$ cat config.mk
export PLATFORM = sky130hd
export DESIGN_NAME = drap_lsu
export DESIGN_NICKNAME = d
export VERILOG_FILES = /design/src/rtl/drap_lsu.sv
export SDC_FILE = /design/constraint.sdc
export NUM_CORES = 1
export LEC_CHECK = 0
export ABC_AREA = 1
export BUFFER_PORTS_ARGS = -buffer_cell sky130_fd_sc_hd__buf_2
export CORE_MARGIN = 4
export CORE_UTILIZATION = 46
export CTS_CLUSTER_SIZE = 10
export DETAILED_ROUTE_END_ITERATION = 8
export PLACE_DENSITY = 0.77
export REMOVE_ABC_BUFFERS = 1
export SLEW_MARGIN = 0
export SYNTH_ARGS = -nofsm -noshare
export SYNTH_HDL_FRONTEND = slang
export SYNTH_SLANG_ARGS = --single-unit
$ cat constraint.sdc
create_clock -name clk -period 1.2 [get_ports clk]
set_input_delay 0.24 -clock clk [delete_from_list [all_inputs] [get_ports clk]]
set_output_delay 0.24 -clock clk [all_outputs]
set_load 0.03 [all_outputs]
$ cat src/rtl/drap_lsu.sv
// drap_lsu: load/store unit in front of the word-wide DRAP data memory.
// The memory has a 1-cycle registered read.
//
// Requests use a valid/ready handshake. Byte and half stores become a
// read-modify-write of the addressed word. Loads pick out the addressed lane
// and then sign- or zero-extend it. Each request ends with a one-cycle
// response pulse that carries the load data or an error flag.
//
// Optional feature: define DRAP_LSU_BOUNDS_EN to report an error for any
// address above the memory. Left undefined, the upper address bits are
// dropped and the memory aliases.
//
// Ports
//   clk, reset_n          clock, async active-low reset
//   req_valid/req_ready   request handshake; ready only in IDLE
//   req_we, req_size      store/load, 00 byte / 01 half / 10 word / 11 illegal
//   req_unsigned          load extension select
//   req_addr, req_wdata   byte address, right-aligned store data
//   rsp_valid/err/rdata   one-cycle completion pulse with result
//   mem_addr/wdata        word address and write data to memory
//   mem_read/mem_write    memory strobes
//   mem_rdata             memory read data, valid the cycle after mem_read
//
// state | meaning
// IDLE  | waiting for a request; req_ready=1
// READ  | mem_read strobe for the load or RMW word
// MERGE | mem_rdata valid; extract load lane or merge store lane
// WRITE | mem_write strobe, rsp_valid pulse
// RESP  | rsp_valid pulse for loads and errors

module drap_lsu #(
    parameter int ADDR_W = 4
) (
    input  logic              clk,
    input  logic              reset_n,
    input  logic              req_valid,
    output logic              req_ready,
    input  logic              req_we,
    input  logic [1:0]        req_size,
    input  logic              req_unsigned,
    input  logic [31:0]       req_addr,
    input  logic [31:0]       req_wdata,
    output logic              rsp_valid,
    output logic              rsp_err,
    output logic [31:0]       rsp_rdata,
    output logic [ADDR_W-1:0] mem_addr,
    output logic [31:0]       mem_wdata,
    output logic              mem_read,
    output logic              mem_write,
    input  logic [31:0]       mem_rdata
);

    typedef enum logic [2:0] {
        IDLE  = 3'd0,
        READ  = 3'd1,
        MERGE = 3'd2,
        WRITE = 3'd3,
        RESP  = 3'd4
    } state_t;

    state_t              state_q;
    logic                we_q;
    logic [1:0]          size_q;
    logic                uns_q;
    logic [1:0]          lane_q;
    logic [15:0]         wdata_q;
    logic                rsp_valid_q;
    logic                rsp_err_q;
    logic [31:0]         rsp_rdata_q;
    logic [ADDR_W-1:0]   mem_addr_q;
    logic [31:0]         mem_wdata_q;
    logic                mem_read_q;
    logic                mem_write_q;

    logic misalign;
    logic oob;
    logic req_err;

    assign misalign = (req_size == 2'b11)
                    | ((req_size == 2'b01) & req_addr[0])
                    | ((req_size == 2'b10) & (|req_addr[1:0]));

`ifdef DRAP_LSU_BOUNDS_EN
    assign oob = |req_addr[31:ADDR_W+2];
`else
    // The upper address bits are dropped on purpose, so the memory aliases.
    logic unused_addr_hi;
    assign unused_addr_hi = ^req_addr[31:ADDR_W+2];
    assign oob            = 1'b0;
`endif

    assign req_err = misalign | oob;

    // Move the addressed lane down to bit 0, then extend it.
    function automatic logic [31:0] lane_extract(input logic [31:0] word,
                                                 input logic [1:0]  size,
                                                 input logic [1:0]  lane,
                                                 input logic        uns);
        logic [31:0] shifted;
        logic [31:0] res;
        shifted = word >> {lane, 3'b000};
        res     = word;
        case (size)
            2'b00:   res = uns ? {24'h0, shifted[7:0]}
                           : {{24{shifted[7]}}, shifted[7:0]};
            2'b01:   res = uns ? {16'h0, shifted[15:0]}
                           : {{16{shifted[15]}}, shifted[15:0]};
            default: res = word;
        endcase
        return res;
    endfunction

    // Put the store lane into the word that was read; keep all other bytes.
    function automatic logic [31:0] lane_merge(input logic [31:0] word,
                                               input logic [15:0] wdata,
                                               input logic [1:0]  size,
                                               input logic [1:0]  lane);
        logic [31:0] mask;
        logic [31:0] data;
        if (size == 2'b00) begin
            mask = 32'h0000_00FF << {lane, 3'b000};
            data = {24'h0, wdata[7:0]} << {lane, 3'b000};
        end else begin
            mask = 32'h0000_FFFF << {lane[1], 4'b0000};
            data = {16'h0, wdata} << {lane[1], 4'b0000};
        end
        return (word & ~mask) | (data & mask);
    endfunction

    always_ff @(posedge clk or negedge reset_n) begin
        if (!reset_n) begin
            state_q     <= IDLE;
            we_q        <= 1'b0;
            size_q      <= 2'b00;
            uns_q       <= 1'b0;
            lane_q      <= 2'b00;
            wdata_q     <= 16'h0;
            rsp_valid_q <= 1'b0;
            rsp_err_q   <= 1'b0;
            rsp_rdata_q <= 32'h0;
            mem_addr_q  <= '0;
            mem_wdata_q <= 32'h0;
            mem_read_q  <= 1'b0;
            mem_write_q <= 1'b0;
        end else begin
            // The strobes and the response are single-cycle pulses.
            mem_read_q  <= 1'b0;
            mem_write_q <= 1'b0;
            rsp_valid_q <= 1'b0;
            rsp_err_q   <= 1'b0;
            rsp_rdata_q <= 32'h0;
            case (state_q)
                IDLE: begin
                    if (req_valid) begin
                        we_q       <= req_we;
                        size_q     <= req_size;
                        uns_q      <= req_unsigned;
                        lane_q     <= req_addr[1:0];
                        wdata_q    <= req_wdata[15:0];
                        mem_addr_q <= req_addr[ADDR_W+1:2];
                        if (req_err) begin
                            rsp_valid_q <= 1'b1;
                            rsp_err_q   <= 1'b1;
                            state_q     <= RESP;
                        end else if (req_we && (req_size == 2'b10)) begin
                            mem_wdata_q <= req_wdata;
                            mem_write_q <= 1'b1;
                            rsp_valid_q <= 1'b1;
                            state_q     <= WRITE;
                        end else begin
                            mem_read_q <= 1'b1;
                            state_q    <= READ;
                        end
                    end
                end
                READ: begin
                    state_q <= MERGE;
                end
                MERGE: begin
                    rsp_valid_q <= 1'b1;
                    if (we_q) begin
                        mem_wdata_q <= lane_merge(mem_rdata, wdata_q, size_q, lane_q);
                        mem_write_q <= 1'b1;
                        state_q     <= WRITE;
                    end else begin
                        rsp_rdata_q <= lane_extract(mem_rdata, size_q, lane_q, uns_q);
                        state_q     <= RESP;
                    end
                end
                WRITE:   state_q <= IDLE;
                RESP:    state_q <= IDLE;
                default: state_q <= IDLE;
            endcase
        end
    end

    assign req_ready = (state_q == IDLE);
    assign rsp_valid = rsp_valid_q;
    assign rsp_err   = rsp_err_q;
    assign rsp_rdata = rsp_rdata_q;
    assign mem_addr  = mem_addr_q;
    assign mem_wdata = mem_wdata_q;
    assign mem_read  = mem_read_q;
    assign mem_write = mem_write_q;

endmodule

==> flow_metrics.py, run 1 <==
metrics = {
    "power": {
        "pwr-share-seq": 0.252,
        "swShare": 0.470,
        "power.switching_mw": 9.63,
        "combPwrFrac": 0.597,
        "p_total_mw": 20.5,
        "ir_drop_mv": 1.69,
        "power.share.clock": 0.150,
        "p_int_mw": 10.8,
        "p_leak_nw": 4.07,
        "powerDensity_nw_per_um2": 2710,
    },
    "place": {
        "hpwl_um": 12100,
        "io_buffers": 149,
        "placed_cell_area_um2": 6530,
        "gp_routability_congestion": 0.903,
    },
    "yosys": {
        "synth-edff-count": 0,
        "yosys_most_used_dff": "dfrtp_1",
        "yosysWarnings": 0,
        "ys_async_sr_fraction": 1.00,
        "ys_seq_area_frac": 0.470,
        "synth.cell_area_um2": 5170,
        "avgSynthCellArea_um2": 7.40,
        "ys_ff_latch": 97,
        "syn_inst": 699,
        "ys_types": 27,
    },
    "layout": {
        "fillers": 854,
        "n_antenna_cell": 0,
        "nNetsFinal": 1021,
        "layout-drive-gt1-share": 0.395,
        "design_area_um2": 7550,
        "area_growth_pct": 46.0,
    },
    "worst_setup_path": {
        "cp-startpoint": "state_q[2]",
        "cp-start-kind": "register",
        "critPathKind": "reg -> reg",
        "critPathArrivalTime_ns": 1.82,
        "critPathMaxFanout": 7,
        "required_ns": 1.49,
        "r2r_start": "state_q[2]",
        "cp-end-kind": "register",
    },
    "sta": {
        "maxSlewViolCount": 0,
        "worst_pin_slew_ns": 0.296,
        "max_clock_freq_mhz": 654,
        "fin_crit_sh": 1.27,
        "setup_viol": 97,
        "setup_ws_ns": -0.328,
        "fin_skew_ns": 0.0108,
        "setup-tns-final_ns": -24.50,
        "hold_viol": 0,
        "slew_headroom": 0.802,
        "min_period_ns": 1.53,
        "rsz0062_at_grt": "true",
    },
    "clock_tree": {
        "cts_tree": "done",
        "clkTransAtPathRegs_ns": 0.07,
        "h-tree-depth": 3,
        "root_buffer": "clkbuf_16",
        "clockBufferDepth": 2,
        "cts.sinks": 97,
        "clk_latency_ns": 0.35,
        "cts_made_buffers": 9,
    },
    "outcome": {
        "violations": "negative setup slack",
        "status": "finished with violations",
    },
    "drt": {
        "dr_total_vias": 5599,
        "met2_length_um": 8520,
        "wl_met1_um": 6830,
        "vias_per_cell": 5.27,
        "drt-total-wl_um": 17400,
        "wl_per_cell_um": 16.4,
        "dr.first_iter.drc_count": 513,
        "drc_errors": 0,
        "wl_met3_um": 1480,
        "drt_first_pass_iters": 6,
        "top_layer": "met5",
        "drtAntennaViolNets": 0,
    },
    "floorplan": {
        "die_y_um": 114,
        "die_area_um2": 13000,
        "start_util": 0.473,
        "die_x_um": 114,
        "core_um2": 10900,
        "top_level_ports": 176,
        "placementRows": 38,
    },
    "global_route": {
        "grt_pass1_vias": 5416,
        "antenna_found_initial": 1,
        "grt_usage": 0.267,
        "grt_max_degree": 46,
        "grt_pass1_wl_um": 27200,
        "grt_overflow": 0,
    },
    "job": {
        "cap_violations": 0,
    },
    "hold_path": {
        "holdCritPathClass": "in -> reg",
        "worstHoldStart": "req_addr[2]",
    },
}
## state kept, by name, summed over array words and instances (netlist names)
signal / count
mem_wdata: 32
rsp_rdata: 32
wdata_q: 16
mem_addr: 4
state_q: 3
lane_q: 2
size_q: 2
mem_read: 1
mem_write: 1
rsp_err: 1
rsp_valid: 1
uns_q: 1
we_q: 1
## cell families (layout without fill, tap and decap cells)
group / count (synthesis) / after routing / share of synthesized area
buffers and inverters: 80 / 303 / 0.0711
AOI/OAI and AO/OA: 66 / 66 / 0.0685
and+or+nand+nor: 456 / 457 / 0.391
DFF: 97 / 97 / 0.470
## critical path: stages (launching register included)
cell	delay, ns
dfrtp_1	0.41
nor2_4	0.15
nand2_4	0.07
buf_6	0.12
nor2_4	0.15
nand3_4	0.14
nand2_8	0.14
clkbuf_16	0.16
nand3_2	0.06
nand2_1	0.07
## per-stage QoR
step           cells  setup slack [ns]  hold slack (ns)   util
2_1_floorplan    669            -0.704          -0.0556      -
3_3_place_gp    1027            -0.198            0.132  0.597
3_5_place_dp    1027            -0.241            0.133  0.597
4_1_cts         1060            -0.289           0.0839  0.666
5_1_grt         1063            -0.409            0.108  0.690
6_report        1063            -0.328           0.0948  0.690
## Yosys cell counts, types with 2 or more instances
| cell type | n | area share |
|---|---|---|
| a21oi_1 | 19 | 0.018 |
| inv_2 | 7 | 0.0051 |
| buf_6 | 6 | 0.013 |
| nand3b_1 | 7 | 0.010 |
| nand3_1 | 92 | 0.089 |
| nor2_1 | 59 | 0.043 |
| nand2_4 | 3 | 0.0065 |
| buf_4 | 2 | 0.0029 |
| nor3_1 | 2 | 0.0019 |
| a31oi_1 | 5 | 0.0061 |
| buf_2 | 12 | 0.012 |
| o21ai_0 | 35 | 0.034 |
| a22oi_1 | 3 | 0.0044 |
| inv_1 | 43 | 0.031 |
| o21bai_1 | 4 | 0.0058 |
| clkbuf_1 | 9 | 0.0065 |
| nand2_2 | 6 | 0.0073 |
| or2_2 | 6 | 0.0073 |
| nor2_2 | 19 | 0.023 |
| nand2_1 | 255 | 0.19 |
| dfrtp_1 | 97 | 0.47 |
| nor2_4 | 3 | 0.0065 |
## power groups by stage
stage	clock [mW]	combinational [mW]	sequential (mW)
after floorplan	0	4.44	6.66
after CTS	3.12	11.5	5.13
after global routing	3.24	13.2	5.31
final	3.07	12.2	5.17
after global placement	0	9.91	5.11
after detailed placement	0	10.1	5.13
## what timing repair did
| item | CTS | global route |
|---|---|---|
| pin swaps | 26 | 31 |
| setup endpoints to repair | 97 | 98 |
| hold endpoints to repair | 15 | 0 |
| resized for setup | 92 | 56 |
| gates cloned | 3 | 2 |
| setup buffers | 14 | 3 |
| hold buffers | 1 | 0 |
## per-layer routing
layer,vias to the layer above,global-route usage
met5,-,0
li1,2662,-
met1,2612,0.341
met2,276,0.441
met3,47,0.0557
met4,2,0.112
## path summary, 6_finish.rpt
kind | end | slack [ns] | cells after the start
max | mem_wdata[28] | -0.33 | 9
max in group asynchronous | mem_wdata[16] | 0.38 | 3
min | mem_addr[0] | 0.09 | 3
min in group asynchronous | mem_wdata[10] | 0.31 | 2
min reg2reg | mem_addr[0] | 0.48 | 2
max reg2reg | mem_wdata[28] | -0.33 | 9
## final cells by class
cell class                 instances  area [um^2]  share of cell area
multi-input combinational        523         2770               0.367
clock buffer                      13          270              0.0358
timing repair buffer             236         1650               0.218
timing repair inverter             1         6.26            0.000829
tap                              140          175              0.0232
sequential                        97         2430               0.322
inverter                          50          205              0.0272
clock inverter                     3         47.5             0.00630
## cell usage in the layout (no fill, tap or decap), types with 4 or more instances in the layout
cell         n
nor2_4      19
dfrtp_1     96
or2_2        6
o21ai_1      9
nand3b_1     7
nand3_4      4
buf_2      146
o21bai_1     4
nor2_2      14
o21ai_0     21
a31oi_1      4
inv_1       38
inv_4        6
nand2_4      6
nor2_1      48
o21ai_2      5
nand2_1    237
nand2_8      4
clkbuf_16   11
nand3_1     79
inv_2        6
a21oi_1      9
nand2_2     18
a21oi_2     10
nand3_2     11
buf_4       52
buf_6       26
buf_12       8
(Power assumes the default switching activity.)
==> run 2, diff against run 1 <==
--- a/config.mk
+++ b/config.mk
@@ -8,10 +8,10 @@
 export ABC_AREA = 1
 export BUFFER_PORTS_ARGS = -buffer_cell sky130_fd_sc_hd__buf_2
 export CORE_MARGIN = 4
-export CORE_UTILIZATION = 46
+export CORE_UTILIZATION = 51
 export CTS_CLUSTER_SIZE = 10
 export DETAILED_ROUTE_END_ITERATION = 8
-export PLACE_DENSITY = 0.77
+export PLACE_DENSITY = 0.81
 export REMOVE_ABC_BUFFERS = 1
 export SLEW_MARGIN = 0
 export SYNTH_ARGS = -nofsm -noshare
==> constraint.sdc (replaced) <==
create_clock -name clk -period 1.5 [get_ports clk]
set_input_delay 0.3 -clock clk [delete_from_list [all_inputs] [get_ports clk]]
set_output_delay 0.3 -clock clk [all_outputs]
set_load 0.03 [all_outputs]
==> run 2 against run 1 <==
  * First-iteration DRC count shrank 21%
  * Routed wire length fell by 7.4%
  * Global-route usage rose by 0.15 points
  * Highest routed layer is now met4
  * Via count decreased by 3.0%
  * Flip-flop and latch count did not move
  * The flow still finishes with violations (negative setup slack)
  * Design area shrank 7.5%
  * Final cell count decreased by 3.6%
  * Power decreased by 30%
  * Utilization up 2.1 points
==> flow_metrics.py, run 2 (synthesized netlist as in run 1, its figures left out) <==
metrics = {
    "sta": {
        "slew_headroom": 0.746,
        "rsz0062_at_grt": "true",
        "setup_viol": 3,
        "max_clock_freq_mhz": 650,
        "setup_ws_ns": -0.0392,
        "setup-tns-final_ns": -0.0439,
        "holdWs_ns": 0.118,
        "min_period_ns": 1.54,
        "maxSlewViolCount": 0,
        "hold_viol": 0,
        "fin_skew_ns": 0.0187,
        "worst_pin_slew_ns": 0.380,
        "fin_crit_sh": 1.03,
    },
    "drt": {
        "wl_met1_um": 6490,
        "vias_per_cell": 5.30,
        "met2_length_um": 8000,
        "wl_per_cell_um": 15.7,
        "drt-total-wl_um": 16100,
        "top_layer": "met4",
        "drc_errors": 0,
        "dr_total_vias": 5431,
        "drtAntennaViolNets": 0,
        "drt_first_pass_iters": 6,
        "wl_met3_um": 1220,
        "dr.first_iter.drc_count": 406,
    },
    "clock_tree": {
        "h-tree-depth": 3,
        "clockBufferDepth": 2,
        "cts_tree": "done",
        "clkTransAtPathRegs_ns": 0.11,
        "clk_latency_ns": 0.38,
        "cts_made_buffers": 9,
        "cts.sinks": 97,
        "root_buffer": "clkbuf_8",
    },
    "layout": {
        "area_growth_pct": 35.1,
        "nNetsFinal": 990,
        "seqCellArea_um2": 2430,
        "layout-drive-gt1-share": 0.361,
        "finalCoreUtilization": 0.711,
        "multi_input_comb_area_um2": 2660,
        "final_cell_mix": "nand2_1, buf_2, dfrtp_1",
        "layout_commonest_cell": "nand2_1",
        "n_antenna_cell": 0,
        "fillers": 808,
    },
    "global_route": {
        "grt_usage": 0.268,
        "grt_overflow": 0,
        "grt_pass1_wl_um": 24800,
        "grt_max_degree": 34,
        "grt_pass1_vias": 5172,
        "antenna_found_initial": 0,
    },
    "worst_setup_path": {
        "cp-end-kind": "output pin",
        "required_ns": 1.20,
        "critPathMaxFanout": 3,
        "cp-start-kind": "register",
        "critPathKind": "reg -> out",
        "critPathArrivalTime_ns": 1.24,
    },
    "outcome": {
        "status": "finished with violations",
        "violations": "negative setup slack",
    },
    "floorplan": {
        "placementRows": 36,
        "core_um2": 9820,
        "die_y_um": 109,
        "start_util": 0.527,
        "die_x_um": 109,
        "die_area_um2": 11800,
        "top_level_ports": 176,
    },
    "power": {
        "p_total_mw": 14.4,
        "p_leak_nw": 3.87,
        "powerDensity_nw_per_um2": 2060,
        "ir_drop_mv": 1.43,
    },
    "job": {
        "cap_violations": 0,
    },
    "hold_path": {
        "holdCritPathClass": "in -> reg",
    },
    "place": {
        "io_buffers": 149,
        "hpwl_um": 11700,
        "gp_routability_congestion": 0.925,
    },
}
-- run 2: cell count changes in the layout (fill, tap and decap cells not counted), sizes merged --
cell      change
bufinv        -1
inv           +1
clkbuf        -4
buf          -30
clkinv        +1
clkinvlp      +2
-- run 2: layout make-up --
type                            instances  share of cell area
Inverter                               50              0.0280
Sequential cell                        97               0.348
Tap cell                              133              0.0238
Clock buffer                            9              0.0177
Timing Repair Buffer                  206               0.193
Multi-Input combinational cell        523               0.381
Clock inverter                          7             0.00914
-- run 2: worst paths after layout --
path                        startpoint       endpoint  slack, ns  cells past startpoint
max in group asynchronous      reset_n      lane_q[1]       0.60                      3
max                         state_q[2]      req_ready      -0.04                      4
min reg2reg                mem_addr[3]    mem_addr[3]       0.49                      2
max reg2reg                 state_q[2]  mem_wdata[29]          0                      8
min in group asynchronous      reset_n  mem_wdata[18]       0.37                      2
min                        req_addr[2]    mem_addr[0]       0.12                      3
-- run 2: stage by stage --
stage          cells  area [um^2]  setup WS (ns)
6_report        1025         6980        -0.0392
3_3_place_gp     990         6260         0.0477
2_1_floorplan    669         4990         -0.404
3_5_place_dp     990         6260        -0.0173
4_1_cts         1012         6520        -0.0454
5_1_grt         1025         6980        -0.0890
-- run 2: per-layer routing --
layer / global-route usage / vias to the layer above
li1: - / 2599
met1: 0.355 / 2541
met2: 0.450 / 252
met3: 0.0456 / 39
met4: 0.0893 / 0
met5: 0 / -
-- run 2: what timing repair did --
action | in CTS | in global routing
cloned | 0 | 4
hold buffers | 1 | 0
hold endpoints to repair | 26 | 0
resized for setup | 7 | 84
buffers inserted | 5 | 9
pin swaps | 3 | 31
endpoints found under the setup margin | 10 | 67
-- run 2: critical path: stages, from the launching register on --
cell,delay (ns)
dfrtp_1,0.40
nor2_2,0.14
nand2_2,0.11
inv_2,0.08
buf_6,0.13
-- run 2: power by group --
group          total (mW)  switching [mW]  internal [mW]  leakage, nW
Clock                1.64            1.01          0.634       0.0895
Sequential           4.16           0.616           3.54         1.25
Combinational        8.61            5.63           2.99         2.53
